===== src/rtl/cic_interp_pkg.sv =====
// Shared SDR constants for the CIC interpolator and decimator.
// Also holds the stage-mode selector and the ratio clamp helper.
package cic_interp_pkg;

  localparam int unsigned CIC_STAGES = 4;
  localparam int unsigned CIC_WIDTH  = 64;
  localparam int unsigned CIC_IN_W   = 8;
  localparam int unsigned CIC_OUT_W  = 8;
  localparam int unsigned RATIO_W    = 16;
  localparam int unsigned SHIFT_W    = 6;

  localparam logic [RATIO_W-1:0] RATIO_MIN = 16'd2;

  typedef enum logic {
    MODE_COMB  = 1'b0,
    MODE_INTEG = 1'b1
  } stage_mode_e;

  function automatic logic [RATIO_W-1:0] clamp_ratio(
    input logic [RATIO_W-1:0] r
  );
    return (r < RATIO_MIN) ? RATIO_MIN : r;
  endfunction

endpackage


===== src/rtl/cic_interp_if.sv =====
// Sample-pull bus between the interpolator and its upstream source.
// The source drives d_in and consumes d_req/d_out.
interface cic_interp_if #(
  parameter int unsigned IN_WIDTH  = 8,
  parameter int unsigned OUT_WIDTH = 8
) ();

  logic [IN_WIDTH-1:0]  d_in;
  logic                 d_req;
  logic [OUT_WIDTH-1:0] d_out;

  modport master (
    output d_in,
    input  d_req,
    input  d_out
  );

  modport slave (
    input  d_in,
    output d_req,
    output d_out
  );

endinterface


===== src/rtl/cic_interp_stage.sv =====
// One CIC section element: enabled comb (delay 1) or accumulator.
// All arithmetic wraps modulo 2^width.
module cic_stage
  import cic_interp_pkg::*;
#(
  parameter stage_mode_e MODE  = MODE_COMB,
  parameter int unsigned width = CIC_WIDTH
) (
  input  logic             clk,
  input  logic             rst,
  input  logic             en_i,
  input  logic [width-1:0] x_i,
  output logic [width-1:0] y_o
);

  logic [width-1:0] acc_q;
  logic [width-1:0] acc_d;

  if (MODE == MODE_COMB) begin : g_comb
    logic [width-1:0] dly_q;
    logic [width-1:0] dly_d;

    always_comb begin
      acc_d = acc_q;
      dly_d = dly_q;
      if (en_i) begin
        acc_d = x_i - dly_q;
        dly_d = x_i;
      end
    end

    always_ff @(posedge clk) begin
      if (rst) dly_q <= '0;
      else     dly_q <= dly_d;
    end
  end else begin : g_integ
    always_comb begin
      acc_d = acc_q;
      if (en_i) acc_d = acc_q + x_i;
    end
  end

  always_ff @(posedge clk) begin
    if (rst) acc_q <= '0;
    else     acc_q <= acc_d;
  end

  assign y_o = acc_q;

endmodule


===== src/rtl/cic_interp.sv =====
// N-stage CIC interpolator: combs at input rate, zero-stuff, integrators.
// Pulls one sample per R cycles via d_req and emits one sample per clk.
module cic_interp
  import cic_interp_pkg::*;
#(
  parameter int unsigned IN_WIDTH  = CIC_IN_W,
  parameter int unsigned OUT_WIDTH = CIC_OUT_W,
  parameter int unsigned STAGES    = CIC_STAGES,
  parameter int unsigned width     = CIC_WIDTH
) (
  input  logic               clk,
  input  logic               rst,
  input  logic [RATIO_W-1:0] interpolation_ratio,
  input  logic [SHIFT_W-1:0] out_shift,
  cic_interp_if.slave        bus
);

  logic [RATIO_W-1:0]   cnt_q, cnt_d;
  logic [RATIO_W-1:0]   ratio_q, ratio_d;
  logic [STAGES-1:0]    en_dly_q;
  logic [STAGES:0]      en_vec;
  logic [OUT_WIDTH-1:0] dout_q, dout_d;
  logic                 req;
  logic                 wrap;

  logic [width-1:0] comb_w  [STAGES+1];
  logic [width-1:0] integ_w [STAGES+1];

  assign req  = (cnt_q == '0) && !rst;
  assign wrap = (cnt_q == ratio_q - 16'd1);

  // New R takes effect only at the period boundary
  always_comb begin
    cnt_d   = cnt_q + 16'd1;
    ratio_d = ratio_q;
    if (wrap) begin
      cnt_d   = '0;
      ratio_d = clamp_ratio(interpolation_ratio);
    end
  end

  // Slice via shift so an oversized out_shift yields zeros, never X
  always_comb begin
    dout_d = OUT_WIDTH'(integ_w[STAGES] >> out_shift);
  end

  always_ff @(posedge clk) begin
    if (rst) begin
      cnt_q    <= '0;
      ratio_q  <= clamp_ratio(interpolation_ratio);
      en_dly_q <= '0;
      dout_q   <= '0;
    end else begin
      cnt_q    <= cnt_d;
      ratio_q  <= ratio_d;
      en_dly_q <= {en_dly_q[STAGES-2:0], req};
      dout_q   <= dout_d;
    end
  end

  assign en_vec = {en_dly_q, req};

  assign comb_w[0] = {{(width-IN_WIDTH){bus.d_in[IN_WIDTH-1]}}, bus.d_in};

  for (genvar k = 1; k <= STAGES; k++) begin : g_comb
    cic_stage #(
      .MODE  (MODE_COMB),
      .width (width)
    ) u_stage (
      .clk  (clk),
      .rst  (rst),
      .en_i (en_vec[k-1]),
      .x_i  (comb_w[k-1]),
      .y_o  (comb_w[k])
    );
  end

  assign integ_w[0] = en_vec[STAGES] ? comb_w[STAGES] : '0;

  for (genvar k = 1; k <= STAGES; k++) begin : g_integ
    cic_stage #(
      .MODE  (MODE_INTEG),
      .width (width)
    ) u_stage (
      .clk  (clk),
      .rst  (rst),
      .en_i (1'b1),
      .x_i  (integ_w[k-1]),
      .y_o  (integ_w[k])
    );
  end

  assign bus.d_req = req;
  assign bus.d_out = dout_q;

endmodule


===== src/flat_wrapper.sv =====
// flat-port wrapper written by rule: the top's interface ports become plain ports
module cic_interp_flat import cic_interp_pkg::*;
#(
  parameter int unsigned IN_WIDTH  = CIC_IN_W,
  parameter int unsigned OUT_WIDTH = CIC_OUT_W,
  parameter int unsigned STAGES    = CIC_STAGES,
  parameter int unsigned width     = CIC_WIDTH
)
  (clk, rst, interpolation_ratio, out_shift, bus_d_in, bus_d_req, bus_d_out);
  cic_interp_if #(.IN_WIDTH(IN_WIDTH), .OUT_WIDTH(OUT_WIDTH)) bus_i ();
  input  logic clk;
  input  logic rst;
  input  logic [RATIO_W-1:0] interpolation_ratio;
  input  logic [SHIFT_W-1:0] out_shift;
  input wire logic [$bits(bus_i.d_in)-1:0] bus_d_in;
  output wire logic [$bits(bus_i.d_req)-1:0] bus_d_req;
  output wire logic [$bits(bus_i.d_out)-1:0] bus_d_out;
  assign bus_i.d_in = bus_d_in;
  assign bus_d_req = bus_i.d_req;
  assign bus_d_out = bus_i.d_out;
  cic_interp #(.IN_WIDTH(IN_WIDTH), .OUT_WIDTH(OUT_WIDTH), .STAGES(STAGES), .width(width)) u_core (.clk(clk), .rst(rst), .interpolation_ratio(interpolation_ratio), .out_shift(out_shift), .bus(bus_i));
endmodule

===== config.mk =====
export PLATFORM = sky130hd
export DESIGN_NAME = cic_interp_flat
export DESIGN_NICKNAME = d
export VERILOG_FILES = /design/src/rtl/cic_interp_pkg.sv /design/src/rtl/cic_interp_if.sv /design/src/rtl/cic_interp_stage.sv /design/src/rtl/cic_interp.sv /design/src/flat_wrapper.sv
export SDC_FILE = /design/constraint.sdc
export NUM_CORES = 2
export LEC_CHECK = 0
export ABC_CLOCK_PERIOD_IN_PS = 10600
export CORE_MARGIN = 5
export CORE_UTILIZATION = 25
export CTS_CLUSTER_DIAMETER = 120
export DETAILED_ROUTE_END_ITERATION = 12
export MAX_ROUTING_LAYER = met4
export SLEW_MARGIN = 20
export SYNTH_ARGS = -nofsm -noshare
export SYNTH_HDL_FRONTEND = slang
export SYNTH_HIERARCHICAL = 1
export SYNTH_SLANG_ARGS = --single-unit

===== constraint.sdc =====
create_clock -name clk -period 10.6 [get_ports clk]
set_clock_uncertainty 0.1 [all_clocks]
set_input_delay 3.18 -clock clk [delete_from_list [all_inputs] [get_ports clk]]
set_output_delay 3.18 -clock clk [all_outputs]
set_load 0.05 [all_outputs]

==> metrics <==
CTS sink cnt=812; clock tree from TritonCTS=built; fraction of registers with async set/reset=0; layout cell share with drive strength beyond 1=0.0495; Die Ht=515 um; Max Buffers Root-to-Sink=3; Critical R2R Capture=u_core/g_integ[1].u_stage/y_o[60]$_SDFFE_PP0P_; Worst Reg2Reg Path Length in Cells=14; Post-CTS Setup Repair Bufs=0; flip-flop and latch count after synthesis=812; count of inserted antenna diode cells=0; slack of the worst reg-to-reg path=6340 ps; kind of launch point of the worst setup path=primary input; total of warnings raised by yosys=6; final sum of negative setup slack=0 ps; Port Buf Inserts=40; detailed-route DRC error count=0; DRT iter0 DRCs=3204; via/cell ratio=4.80; Critical Path Sink Type=primary output; antenna violations before repair=0; TritonCTS buffer count=86; count of fill cells added during filler insertion=27670; die area=265000 um2; multiplexer share of the synthesized area=0.114; final wirelength=156 mm; area share of the largest cell type after synthesis=0.250; via total after detailed routing=53025; launch point of the worst path=rst; worst-skew pair later-pin latency=700 ps; instance count of the mapped netlist=7917; total setup violations reported at the end of the flow=0; PD cells=173 nW/um2; pin count of the biggest net entering global routing=186; wire length of the first global-routing pass=261 mm; sequential cell area fraction in the yosys report=0.258; compound-cell area share of the yosys netlist=0.230; effective utilization at floorplan=0.251; cells taking the most area after synthesis=dfxtp_1 25%, ha_1 10%, mux2i_1 9.7%; global route overflow=0; Reg clk slew, reported paths=60 ps; endpoint arrival time on the critical path=4330 ps; # rows=185; Least-Margin Pin Slew=1010 ps; final-report max-slew violation count=0; hold path depth=2; Final Hold Viols=0; via count of the first global-routing pass=49999; largest family of logic cells by synthesized area=compound AO/OA/AOI/OAI gates; Layout Utilization=0.274; Leakage Power=0.0293 uW; final worst hold slack=346 ps; class of the tightest hold or removal check=flip-flop to flip-flop; Gates resized, CTS repair=0; critical path class=primary input to primary output; DP Wirelength=121 mm; H-Tree Level Count=3; hold path start=u_core/g_comb[4].u_stage/y_o[47]$_SDFFE_PP0P_; area share of fa/ha/maj cells after synthesis=0.102; maximum ir drop on the vdd rail=157 uV; most common flop cell mapped by yosys=dfxtp_1; detailed-route wire length per cell=14.2 um; buffer cell driving the clock tree root=clkbuf_16; overall global routing resource usage=0.117; post-synth top area cell=dfxtp_1; Post-Synth XOR/XNOR Area=0.0615; Hold-fix buffers, CTS=0; capture endpoint of the worst hold path=u_core/g_comb[4].u_stage/y_o[47]$_SDFFE_PP0P_; I/O pin count=41; status=finished, final reports clean; achievable clock frequency=131 MHz; number of max-capacitance violations reported=0; time the worst path needs with I/O delays and setup=7610 ps; relative slew slack=0.326; worst reg2reg startpoint=u_core/en_dly_q[3]$_SDFF_PP0_; Tcrit/Tclk final=0.718; mean instance size in the synthesized netlist=8.04 um2; layout-stage area growth over the synthesis result=9.41%; count of different cell masters after synthesis=112; Pre-antenna DRT Iters=5; cell area after technology mapping=63600 um2; Max Fanout on Critical Path=36; DRT antenna net count=0; core area=254000 um2; number of enable-type register cells in the synthesized netlist=16; Post-Synth Simple-Gate Area=0.180; most frequent cell after synthesis=nor2_1; list of most frequent post-synthesis cells=915 x nor2_1, 796 x dfxtp_1, 617 x mux2i_1; Nets=8148; Final Wtd Congestion=0.896; overall die width=515 um; setup repair after global routing missed its margin=no; required time of the critical path=7320 ps
[kinds of logic after synthesis]
| group | after synthesis |
|---|---|
| AOI/OAI and AO/OA | 2194 |
| xor gates and xnor gates | 445 |
| adders and majority gates | 515 |
| buffers and inverters | 880 |
| DFF | 812 |
| muxes | 673 |
| other | 1 |
| and+or+nand+nor | 2397 |
[critical path, stage by stage]
cell	delay, ps
buf_8	160
nor4_1	280
and4_4	440
buf_12	180
[worst max-delay path by stage]
stage | cells after the start | slack, ps | endpoint
finish | 4 | 2990 | bus_d_req
global placement | 4 | 3010 | bus_d_req
floorplan | 2 | 3430 | bus_d_req
global route | 4 | 2920 | bus_d_req
detailed placement | 4 | 2980 | bus_d_req
CTS | 4 | 2980 | bus_d_req
[placed cells by master (no fill, tap or decap), drive strengths merged, types with 22 or more instances in the layout]
master and count:
ha 507, dfxtp 796, o21ai 421, clkdlybuf4s50 34, mux4 37, mux2i 617
and3 60, nor2b 49, clkbuf 108, nand2b 115, nand3 96, nor3 72
nor2 918, a21oi 614, a21o 344, nor4 37, a21boi 23, buf 41
o311ai 22, inv 396, or3 27, o21a 52, o21bai 113, xor2 186
nand2 610, o22ai 38, xnor2 258, a31oi 80, nand4 186, and2 114
a211oi 92, o31ai 61, a211o 25, o211ai 73
[stage by stage]
stage	total power (uW)	setup WS (ps)	cell area, um2	cells
floorplan	7600	3430	63700	7928
global placement	8720	3010	66500	10879
detailed placement	8740	2980	66500	10879
CTS	12100	2980	69600	11037
global route	12900	2920	69600	11037
finish	12000	2990	69600	11037
[per-layer routing]
| layer | vias up | track usage | routed length, um | part of all wire |
|---|---|---|---|---|
| met3 | 221 | 0.0123 | 4400 | 0.028 |
| met1 | 24116 | 0.169 | 82200 | 0.53 |
| met5 | - | - | 0 | 0 |
| li1 | 27943 | - | - | - |
| met4 | 0 | 0.0278 | 3610 | 0.023 |
| met2 | 745 | 0.176 | 66300 | 0.42 |
[sequential cells by signal, indices dropped and copies added, names as in the netlist]
register                            flops
u_core/g_comb.u_stage/g_comb.dly_q    256
u_core/ratio_q                         16
u_core/en_dly_q                         4
u_core/g_integ.u_stage/y_o            256
u_core/cnt_q                           16
u_core/g_comb.u_stage/y_o             256
u_core/bus.d_out                        8
[final cells by class]
type | instances | area (um2) | area share
Clock buffer | 108 | 2340 | 0.0336
Clock inverter | 50 | 752 | 0.0108
Inverter | 390 | 1460 | 0.0210
Multi-Input combinational cell | 6236 | 43800 | 0.628
Sequential cell | 812 | 16400 | 0.236
Tap cell | 3366 | 4210 | 0.0605
Timing Repair Buffer | 75 | 676 | 0.00971
[report_power, final]
group | internal (uW) | switching [uW] | leakage (uW)
logic | 2160 | 3080 | 0.0212
clock network | 1950 | 1360 | 0.00147
registers | 3280 | 191 | 0.00661
No activity file was read; power rests on OpenSTA's default activity.
